<file path="config.mk">
export PLATFORM = sky130hd
export DESIGN_NAME = display_spi_sender
export DESIGN_NICKNAME = d
export VERILOG_FILES = /design/src/rtl/display_spi_sender.sv
export SDC_FILE = /design/constraint.sdc
export NUM_CORES = 1
export LEC_CHECK = 0
export CAP_MARGIN = 15
export CORE_ASPECT_RATIO = 0.8
export CORE_MARGIN = 2
export CORE_UTILIZATION = 60
export CTS_BUF_LIST = sky130_fd_sc_hd__clkbuf_8
export CTS_CLUSTER_DIAMETER = 150
export DETAILED_ROUTE_END_ITERATION = 10
export MAX_ROUTING_LAYER = met4
export PLACE_DENSITY_LB_ADDON = 0.3
export SLEW_MARGIN = 20
export SYNTH_ARGS = -nofsm -noshare
export SYNTH_HDL_FRONTEND = slang
export SYNTH_SLANG_ARGS = --single-unit
</file>
<file path="constraint.sdc">
create_clock -name clk_in -period 6.55 [get_ports clk_in]
set_clock_uncertainty 0.2 [all_clocks]
set_input_delay 0.655 -clock clk_in [delete_from_list [all_inputs] [get_ports clk_in]]
set_output_delay 0.655 -clock clk_in [all_outputs]
set_load 0.01 [all_outputs]
</file>
<file path="src/rtl/display_spi_sender.sv">
// -----------------------------------------------------------------------------
// display_spi_sender
//   Display-side consumer of the stopwatch counter chain. After reset it runs
//   the MAX7219-style driver init sequence (5 frames). After that, each start
//   strobe accepted in IDLE snapshots the six BCD time digits (MM.SS.CC) and
//   sends them as six 16-bit SPI frames, address byte first, MSB first.
//
//   Frame shape (CD = CLK_DIV):
//     cs falls -> 16 x (CD cycles clk low, CD cycles clk high) -> CD cycles
//     tail (cs low, clk low) -> CD cycles gap (cs high) = 34*CD cycles.
//
// Ports
//   clk_in     system clock
//   res        asynchronous reset, active-high
//   start      one-cycle display-enable strobe (accepted only in IDLE)
//   min_X0..ces_0X  BCD digit inputs (sent unmodified, no clamping)
//   busy       high while the init or update sequence runs
//   init_done  sticky flag, set once the init sequence has completed
//   spi_cs     chip select, active-low, idle high
//   spi_clk    SPI clock, idle low, receiver samples on rising edge
//   spi_mosi   serial data, MSB first, 0 while spi_cs is high
// -----------------------------------------------------------------------------
module display_spi_sender #(
    parameter int         CLK_DIV   = 4,
    parameter logic [3:0] INTENSITY = 4'hA
) (
    input  logic       clk_in,
    input  logic       res,
    input  logic       start,
    input  logic [2:0] min_X0,
    input  logic [3:0] min_0X,
    input  logic [2:0] sec_X0,
    input  logic [3:0] sec_0X,
    input  logic [3:0] ces_X0,
    input  logic [3:0] ces_0X,
    output logic       busy,
    output logic       init_done,
    output logic       spi_cs,
    output logic       spi_clk,
    output logic       spi_mosi
);

    localparam int             DW       = (CLK_DIV > 1) ? $clog2(CLK_DIV) : 1;
    localparam logic [DW-1:0]  DIV_LAST = DW'(CLK_DIV - 1);

    typedef enum logic [1:0] {S_RESET_WAIT, S_INIT, S_IDLE, S_UPDATE} state_t;
    typedef enum logic [1:0] {PH_LOW, PH_HIGH, PH_TAIL, PH_GAP} phase_t;

    // Driver init words, sent in index order.
    function automatic logic [15:0] init_word(input logic [2:0] idx);
        logic [15:0] w;
        case (idx)
            3'd0:    w = 16'h0F00;
            3'd1:    w = 16'h0B05;
            3'd2:    w = 16'h09FF;
            3'd3:    w = {8'h0A, 4'h0, INTENSITY};
            default: w = 16'h0C01;
        endcase
        return w;
    endfunction

    // Snapshot layout: {min_X0, min_0X, sec_X0, sec_0X, ces_X0, ces_0X}.
    // Data byte is {dp, 3'b000, bcd}; DP marks the digit before '.'.
    function automatic logic [15:0] upd_word(input logic [2:0] idx, input logic [21:0] s);
        logic [15:0] w;
        case (idx)
            3'd0:    w = {8'h01, 4'h0,  s[3:0]};
            3'd1:    w = {8'h02, 4'h0,  s[7:4]};
            3'd2:    w = {8'h03, 4'h8,  s[11:8]};
            3'd3:    w = {8'h04, 5'h00, s[14:12]};
            3'd4:    w = {8'h05, 4'h8,  s[18:15]};
            default: w = {8'h06, 5'h00, s[21:19]};
        endcase
        return w;
    endfunction

    state_t        r_state, w_state_n;
    phase_t        r_ph,    w_ph_n;
    logic [DW-1:0] r_div,   w_div_n;
    logic [3:0]    r_bit,   w_bit_n;
    logic [2:0]    r_idx,   w_idx_n;
    logic [21:0]   r_snap,  w_snap_n;
    logic          r_cs,    w_cs_n;
    logic          r_sclk,  w_sclk_n;
    logic          r_mosi,  w_mosi_n;
    logic          r_busy,  w_busy_n;
    logic          r_done,  w_done_n;

    logic [21:0] w_live_snap;
    logic [15:0] w_init0, w_upd0, w_cur_word, w_next_word;
    logic        w_is_upd, w_last, w_div_end;

    assign w_live_snap = {min_X0, min_0X, sec_X0, sec_0X, ces_X0, ces_0X};
    assign w_init0     = init_word(3'd0);
    // First update word comes from the live inputs: it is launched on the
    // same edge that captures the snapshot.
    assign w_upd0      = upd_word(3'd0, w_live_snap);
    assign w_is_upd    = (r_state == S_UPDATE);
    assign w_cur_word  = w_is_upd ? upd_word(r_idx, r_snap) : init_word(r_idx);
    assign w_next_word = w_is_upd ? upd_word(r_idx + 3'd1, r_snap) : init_word(r_idx + 3'd1);
    assign w_last      = w_is_upd ? (r_idx == 3'd5) : (r_idx == 3'd4);
    assign w_div_end   = (r_div == DIV_LAST);

    always_ff @(posedge clk_in or posedge res) begin
        if (res) begin
            r_state <= S_RESET_WAIT;
            r_ph    <= PH_GAP;
            r_div   <= '0;
            r_bit   <= '0;
            r_idx   <= '0;
            r_snap  <= '0;
            r_cs    <= 1'b1;
            r_sclk  <= 1'b0;
            r_mosi  <= 1'b0;
            r_busy  <= 1'b0;
            r_done  <= 1'b0;
        end else begin
            r_state <= w_state_n;
            r_ph    <= w_ph_n;
            r_div   <= w_div_n;
            r_bit   <= w_bit_n;
            r_idx   <= w_idx_n;
            r_snap  <= w_snap_n;
            r_cs    <= w_cs_n;
            r_sclk  <= w_sclk_n;
            r_mosi  <= w_mosi_n;
            r_busy  <= w_busy_n;
            r_done  <= w_done_n;
        end
    end

    always_comb begin
        w_state_n = r_state;
        w_ph_n    = r_ph;
        w_div_n   = r_div;
        w_bit_n   = r_bit;
        w_idx_n   = r_idx;
        w_snap_n  = r_snap;
        w_cs_n    = r_cs;
        w_sclk_n  = r_sclk;
        w_mosi_n  = r_mosi;
        w_busy_n  = r_busy;
        w_done_n  = r_done;

        case (r_state)
            S_RESET_WAIT: begin
                w_state_n = S_INIT;
                w_busy_n  = 1'b1;
                w_idx_n   = 3'd0;
                w_cs_n    = 1'b0;
                w_sclk_n  = 1'b0;
                w_ph_n    = PH_LOW;
                w_div_n   = '0;
                w_bit_n   = 4'd15;
                w_mosi_n  = w_init0[15];
            end
            S_IDLE: begin
                if (start) begin
                    w_snap_n  = w_live_snap;
                    w_state_n = S_UPDATE;
                    w_busy_n  = 1'b1;
                    w_idx_n   = 3'd0;
                    w_cs_n    = 1'b0;
                    w_sclk_n  = 1'b0;
                    w_ph_n    = PH_LOW;
                    w_div_n   = '0;
                    w_bit_n   = 4'd15;
                    w_mosi_n  = w_upd0[15];
                end
            end
            default: begin
                // INIT and UPDATE share the frame engine.
                if (!w_div_end) begin
                    w_div_n = r_div + 1'b1;
                end else begin
                    w_div_n = '0;
                    case (r_ph)
                        PH_LOW: begin
                            w_ph_n   = PH_HIGH;
                            w_sclk_n = 1'b1;
                        end
                        PH_HIGH: begin
                            w_sclk_n = 1'b0;
                            if (r_bit == 4'd0) begin
                                w_ph_n = PH_TAIL;
                            end else begin
                                w_bit_n  = r_bit - 4'd1;
                                w_ph_n   = PH_LOW;
                                w_mosi_n = w_cur_word[r_bit - 4'd1];
                            end
                        end
                        PH_TAIL: begin
                            w_ph_n   = PH_GAP;
                            w_cs_n   = 1'b1;
                            w_mosi_n = 1'b0;
                        end
                        default: begin
                            if (w_last) begin
                                w_state_n = S_IDLE;
                                w_busy_n  = 1'b0;
                                if (!w_is_upd) w_done_n = 1'b1;
                            end else begin
                                w_idx_n  = r_idx + 3'd1;
                                w_cs_n   = 1'b0;
                                w_ph_n   = PH_LOW;
                                w_bit_n  = 4'd15;
                                w_mosi_n = w_next_word[15];
                            end
                        end
                    endcase
                end
            end
        endcase
    end

    assign busy      = r_busy;
    assign init_done = r_done;
    assign spi_cs    = r_cs;
    assign spi_clk   = r_sclk;
    assign spi_mosi  = r_mosi;

endmodule

</file>
==> impl_metrics.yaml, run 1 <==
yosys:
  syn_area_sq_mm: 0.00224
  synth-seq-area-share: 0.437
  synth_edf_count: 0
  synth_largest_area_cell: "dfrtp_1"
  synth_top_cell_area_share: 0.402
  synth_nets: 251
  synthTopCellsByArea: "dfrtp_1 40%, mux2_2 6.5%, mux2_1 4.5%"
  yosysWarnings: 0
  ys_ff_latch: 39
  syn-mean-instance-area_sq_um: 10.3
  synth-async-reset-ratio: 1.00
  synth_top_flop_cell: "dfrtp_1"
  netlist_instances: 218
  ys_types: 57
timing:
  finalHoldViolations: 0
  whs_ns: 0.292
  max_clock_freq_ghz: 0.362
  period_share: 0.421
  tightest_slew_ns: 0.689
  fin_crit_ns: 2.76
  rsz0062_at_grt: "no"
  tns_ns: 0
  slew_headroom: 0.541
  setup_viol_count_final: 0
  maxSlewViolCount: 0
setup_path:
  r2r_setup_slack_ns: 3.79
  reg2regPathDepth: 7
  critPathLaunchType: "flip-flop"
  worstSetupPathType: "reg -> reg"
  cp.arrival_ns: 2.73
  end_kind: "flip-flop"
  cp_max_fo: 14
  r2r_end: "spi_mosi$_DFFE_PP0P_"
  cp.required_ns: 6.52
  r2r-start: "r_bit[0]$_DFFE_PP0P_"
placement:
  gp_congestion: 0.877
  io_buffers: 29
  place_hpwl_mm: 3.22
  place_area_sq_mm: 0.00253
detailed_routing:
  drtAntennaViolNets: 0
  via_per_inst: 6.29
  drc: 0
  totalWireLength_mm: 4.80
  drt_iter0_drc: 223
  routedWlPerCell_um: 17.0
  first_pass_iters: 4
  vias: 1781
layout:
  antenna_cells: 0
  layout_common_cells: "36 x dfrtp_1, 29 x clkdlybuf4s50_1, 21 x nand2_1, 13 x mux2_2, 9 x mux2_1"
  multiInputGateArea_sq_mm: 0.00116
  seqCellArea_sq_um: 980
  drive_gt1_frac: 0.120
  final_area_sq_mm: 0.00265
  synthToLayoutAreaGrowth_pct: 18.1
  final_nets: 273
  final.fill_count: 258
  layout_commonest_cell: "dfrtp_1"
floorplan:
  io_pins: 30
  start_util: 0.642
  dieArea_sq_mm: 0.00425
  die_y_um: 58.7
  die_w_um: 72.4
  rows: 19
  core-area_sq_mm: 0.00349
pwr:
  p_leak_uw: 0.00117
  power_density_mw_per_mm2: 177
  ir_drop_v: 0.000180
grt:
  grt_max_degree: 40
  grt.total_usage: 0.259
  grt_pass1_wl_mm: 8.14
  grt-ovfl-total: 0
  grt_pass1_vias: 1746
  antenna_found_initial: 0
cts:
  htreeDepth: 2
  post_cts_buffers: 0
  cts_buffers: 5
  path_clk_slew_ns: 0.08
  clkLatencyLatePin_ns: 0.30
  cts.sinks: 39
  cts_tree: "built"
  cts_repair_resize_count: 0
  root_buffer: "clkbuf_8"
  cts.path.max_buffers: 2
  cts-hold-fix-buffers: 0
hold_path:
  min_to: "r_snap[16]$_DFFE_PP0P_"
  hold_depth: 1
  min-delay-path-class: "reg -> reg"
  min_from: "r_snap[16]$_DFFE_PP0P_"
flow_run:
  max-cap-violations: 0
run_status:
  status: "complete, no violations"
==> critical path, stage by stage (launching register included) <==
cell	delay, ns
dfrtp_1	0.63
inv_1	0.25
ha_1	0.54
o211ai_1	0.14
a221oi_1	0.45
nand4b_1	0.20
a221o_1	0.15
nand3_1	0.08
==> through the flow <==
step           setup WS [ns]  total power [uW]  utilization  std cells
2_1_floorplan           4.20               249            -        218
3_3_place_gp            3.78               265        0.723        275
3_5_place_dp            3.71               265        0.723        275
4_1_cts                 3.84               472        0.757        283
5_1_grt                 3.67               485        0.758        283
6_report                3.79               470        0.758        283
==> synth_stat cells (all sizes together) (3+ instances only) <==
library cell / count
dfrtp: 36
mux2: 22
nand2: 21
inv: 10
clkbuf: 9
o21ai: 9
ha: 8
nor2: 8
nor2b: 8
a21oi: 7
buf: 6
mux2i: 4
nor3: 4
a222oi: 3
dfstp: 3
o311ai: 3
o31ai: 3
xnor2: 3
==> layout make-up <==
type | instances | area share
inverters | 10 | 0.0142
well taps | 42 | 0.0198
clock buffers | 6 | 0.0312
flip-flops and latches | 39 | 0.370
multi-input cells | 154 | 0.440
clock inverters | 2 | 0.0132
repair buffers | 30 | 0.112
==> routing by layer <==
| layer | up-vias | GRT usage | wire length, um |
|---|---|---|---|
| met1 | 868 | 0.362 | 2270 |
| met5 | - | - | 0 |
| met4 | 0 | 0.108 | 83 |
| met2 | 57 | 0.368 | 2180 |
| li1 | 845 | - | - |
| met3 | 11 | 0.0548 | 264 |
==> cell families after synthesis <==
group	synth area share
simple gates	0.141
compound gates	0.192
flops	0.437
mux	0.128
buf+inv	0.0463
fa+ha+maj	0.0446
xor+xnor	0.0117
==> power by group <==
part | internal (uW) | switching, uW
Sequential | 241 | 0
Clock | 123 | 87.0
Combinational | 12.9 | 6.58
Total | 377 | 93.6
==> registers in the layout (all words and copies together) (netlist names) <==
name,flops
spi_mosi,1
r_idx,3
spi_clk,1
r_bit,4
r_state,1
busy,1
spi_cs,1
init_done,1
r_snap,22
r_div,2
r_ph,2
==> worst max path at each step <==
stage,from,endpoint,slack [ns],depth (start not counted)
2_1_floorplan,r_bit[0]$_DFFE_PP0P_,spi_mosi$_DFFE_PP0P_,4.20,9
3_3_place_gp,start,r_snap[12]$_DFFE_PP0P_,3.78,3
3_5_place_dp,start,r_snap[19]$_DFFE_PP0P_,3.71,3
4_1_cts,r_bit[0]$_DFFE_PP0P_,spi_mosi$_DFFE_PP0P_,3.84,7
5_1_grt,r_bit[0]$_DFFE_PP0P_,spi_mosi$_DFFE_PP0P_,3.67,7
6_report,r_bit[0]$_DFFE_PP0P_,spi_mosi$_DFFE_PP0P_,3.79,7
Power figures use the tool's default switching activity.
==> inputs of run 2 (changes only) <==
- CORE_UTILIZATION: 60 -> 57
- clock period: 6.55 -> 2.85 ns (I/O delays scaled with it)
==> impl_metrics.yaml, run 2 (synthesized netlist as in run 1, its figures left out) <==
run_status:
  status: "complete, no violations"
detailed_routing:
  routedWlPerCell_um: 15.7
  drtAntennaViolNets: 0
  vias: 1764
  drt_iter0_drc: 193
  totalWireLength_mm: 4.71
  via_per_inst: 5.88
  drc: 0
  first_pass_iters: 4
timing:
  finalHoldViolations: 0
  fin_crit_ns: 2.49
  slew_headroom: 0.587
  setup_viol_count_final: 0
  maxSlewViolCount: 0
  tightest_slew_ns: 0.619
  rsz0062_at_grt: "no"
  period_share: 0.875
  tns_ns: 0
  max_clock_freq_ghz: 0.401
floorplan:
  start_util: 0.594
  core-area_sq_mm: 0.00378
  dieArea_sq_mm: 0.00446
  io_pins: 30
  die_w_um: 74.1
  die_y_um: 60.1
  rows: 20
setup_path:
  crit_family: "compound AO/OA/AOI/OAI gates"
  cp_slowest_cell: "ha_1"
  reg2regPathDepth: 7
  r2r_setup_slack_ns: 0.36
  cp_slowest_stage_delay_ns: 0.57
  cp.arrival_ns: 2.52
  worst-path-buf-inv: 1
  cp_max_fo: 21
  worstSetupPathType: "reg -> reg"
  r2r-start: "r_idx[0]$_DFFE_PP0P_"
  end_kind: "flip-flop"
  r2r_end: "spi_mosi$_DFFE_PP0P_"
  critPathLaunchType: "flip-flop"
  path_cells: "inv_1 -> ha_1 -> a211oi_1 -> a221oi_1 -> o221ai_1 -> a221o_1 -> nand3_1"
  cp.required_ns: 2.87
grt:
  grt_pass1_wl_mm: 7.94
  grt_pass1_vias: 1620
  grt-ovfl-total: 0
  grt_max_degree: 40
  grt.total_usage: 0.244
  antenna_found_initial: 0
placement:
  io_buffers: 29
  gp_congestion: 0.892
  place_hpwl_mm: 3.47
cts:
  cts.path.max_buffers: 2
  post_cts_buffers: 0
  path_clk_slew_ns: 0.08
  cts_repair_resize_count: 0
  root_buffer: "clkbuf_8"
  cts.sinks: 39
  clkLatencyLatePin_ns: 0.29
  cts_buffers: 5
  htreeDepth: 2
  cts_tree: "built"
  cts-hold-fix-buffers: 0
layout:
  final_nets: 277
  reg_top3: "r_snap x22, r_bit x4, r_idx x3"
  final.fill_count: 282
  layout_common_cells: "36 x dfrtp_1, 29 x clkdlybuf4s50_1, 21 x nand2_1, 13 x mux2_2, 9 x mux2_1"
  regMostFlops: "r_snap"
  drive_gt1_frac: 0.131
  layout_commonest_cell: "dfrtp_1"
  final_util: 0.711
  antenna_cells: 0
  synthToLayoutAreaGrowth_pct: 19.7
  largest_reg_flops: 22
pwr:
  power_density_mw_per_mm2: 391
  p_int_uw: 843
  seqPwrFrac: 0.526
  power.share.combinational: 0.042
  ir_drop_v: 0.000430
  clkPwrFrac: 0.431
  p_leak_uw: 0.00118
  switching_share: 0.198
  p_sw_uw: 208
hold_path:
  min-delay-path-class: "in -> async"
flow_run:
  max-cap-violations: 0
-- run 2: worst min-delay path, stage by stage --
cell,delay [ns]
clkdlybuf4s50_1,0.40
inv_1,0.05
buf_4,0.42
-- run 2: per-stage QoR --
stage / cells / power, uW / hold WS, ns / setup WS, ns / instance area, sq um
after global routing: 300 / 1100 / 0.257 / 0.164 / 2690
final: 300 / 1050 / 0.214 / 0.355 / 2690
after global placement: 292 / 608 / 0.268 / 0.497 / 2570
after CTS: 300 / 1060 / 0.231 / 0.406 / 2690
after detailed placement: 292 / 610 / 0.287 / 0.410 / 2570
after floorplan: 218 / 572 / 0.217 / 0.502 / 2240
-- run 2: how the worst max path moves through the flow --
stage	slack, ns	cells after the start	startpoint	endpoint
5_1_grt	0.16	7	r_idx[0]$_DFFE_PP0P_	spi_mosi$_DFFE_PP0P_
3_5_place_dp	0.41	7	r_idx[0]$_DFFE_PP0P_	spi_mosi$_DFFE_PP0P_
2_1_floorplan	0.50	9	r_bit[0]$_DFFE_PP0P_	spi_mosi$_DFFE_PP0P_
3_3_place_gp	0.50	7	r_idx[0]$_DFFE_PP0P_	spi_mosi$_DFFE_PP0P_
4_1_cts	0.41	7	r_idx[0]$_DFFE_PP0P_	spi_mosi$_DFFE_PP0P_
6_report	0.36	7	r_idx[0]$_DFFE_PP0P_	spi_mosi$_DFFE_PP0P_
-- run 2: area by class of cell --
cell class              count  area [sq um]  area share
flip-flops and latches     39           980       0.365
multi-input cells         154          1160       0.432
well taps                  55          68.8      0.0256
repair buffers             34           328       0.122
inverters                  10          37.5      0.0140
clock inverters             3          43.8      0.0163
clock buffers               5          68.8      0.0256
-- run 2: power by group through the flow --
stage | Sequential [uW] | Clock [uW] | Combinational (uW)
after global placement | 564 | 0 | 44.5
after floorplan | 564 | 0 | 8.43
after CTS | 553 | 464 | 45.9
after detailed placement | 564 | 0 | 45.7
final | 553 | 454 | 44.5
after global routing | 553 | 495 | 49.3
-- run 2: routing by layer --
metal / track usage / vias up / share of wire
met4: 0.0312 / 0 / 0.0051
met2: 0.348 / 45 / 0.45
li1: - / 854 / -
met1: 0.365 / 860 / 0.50
met3: 0.0556 / 5 / 0.044
met5: - / - / 0
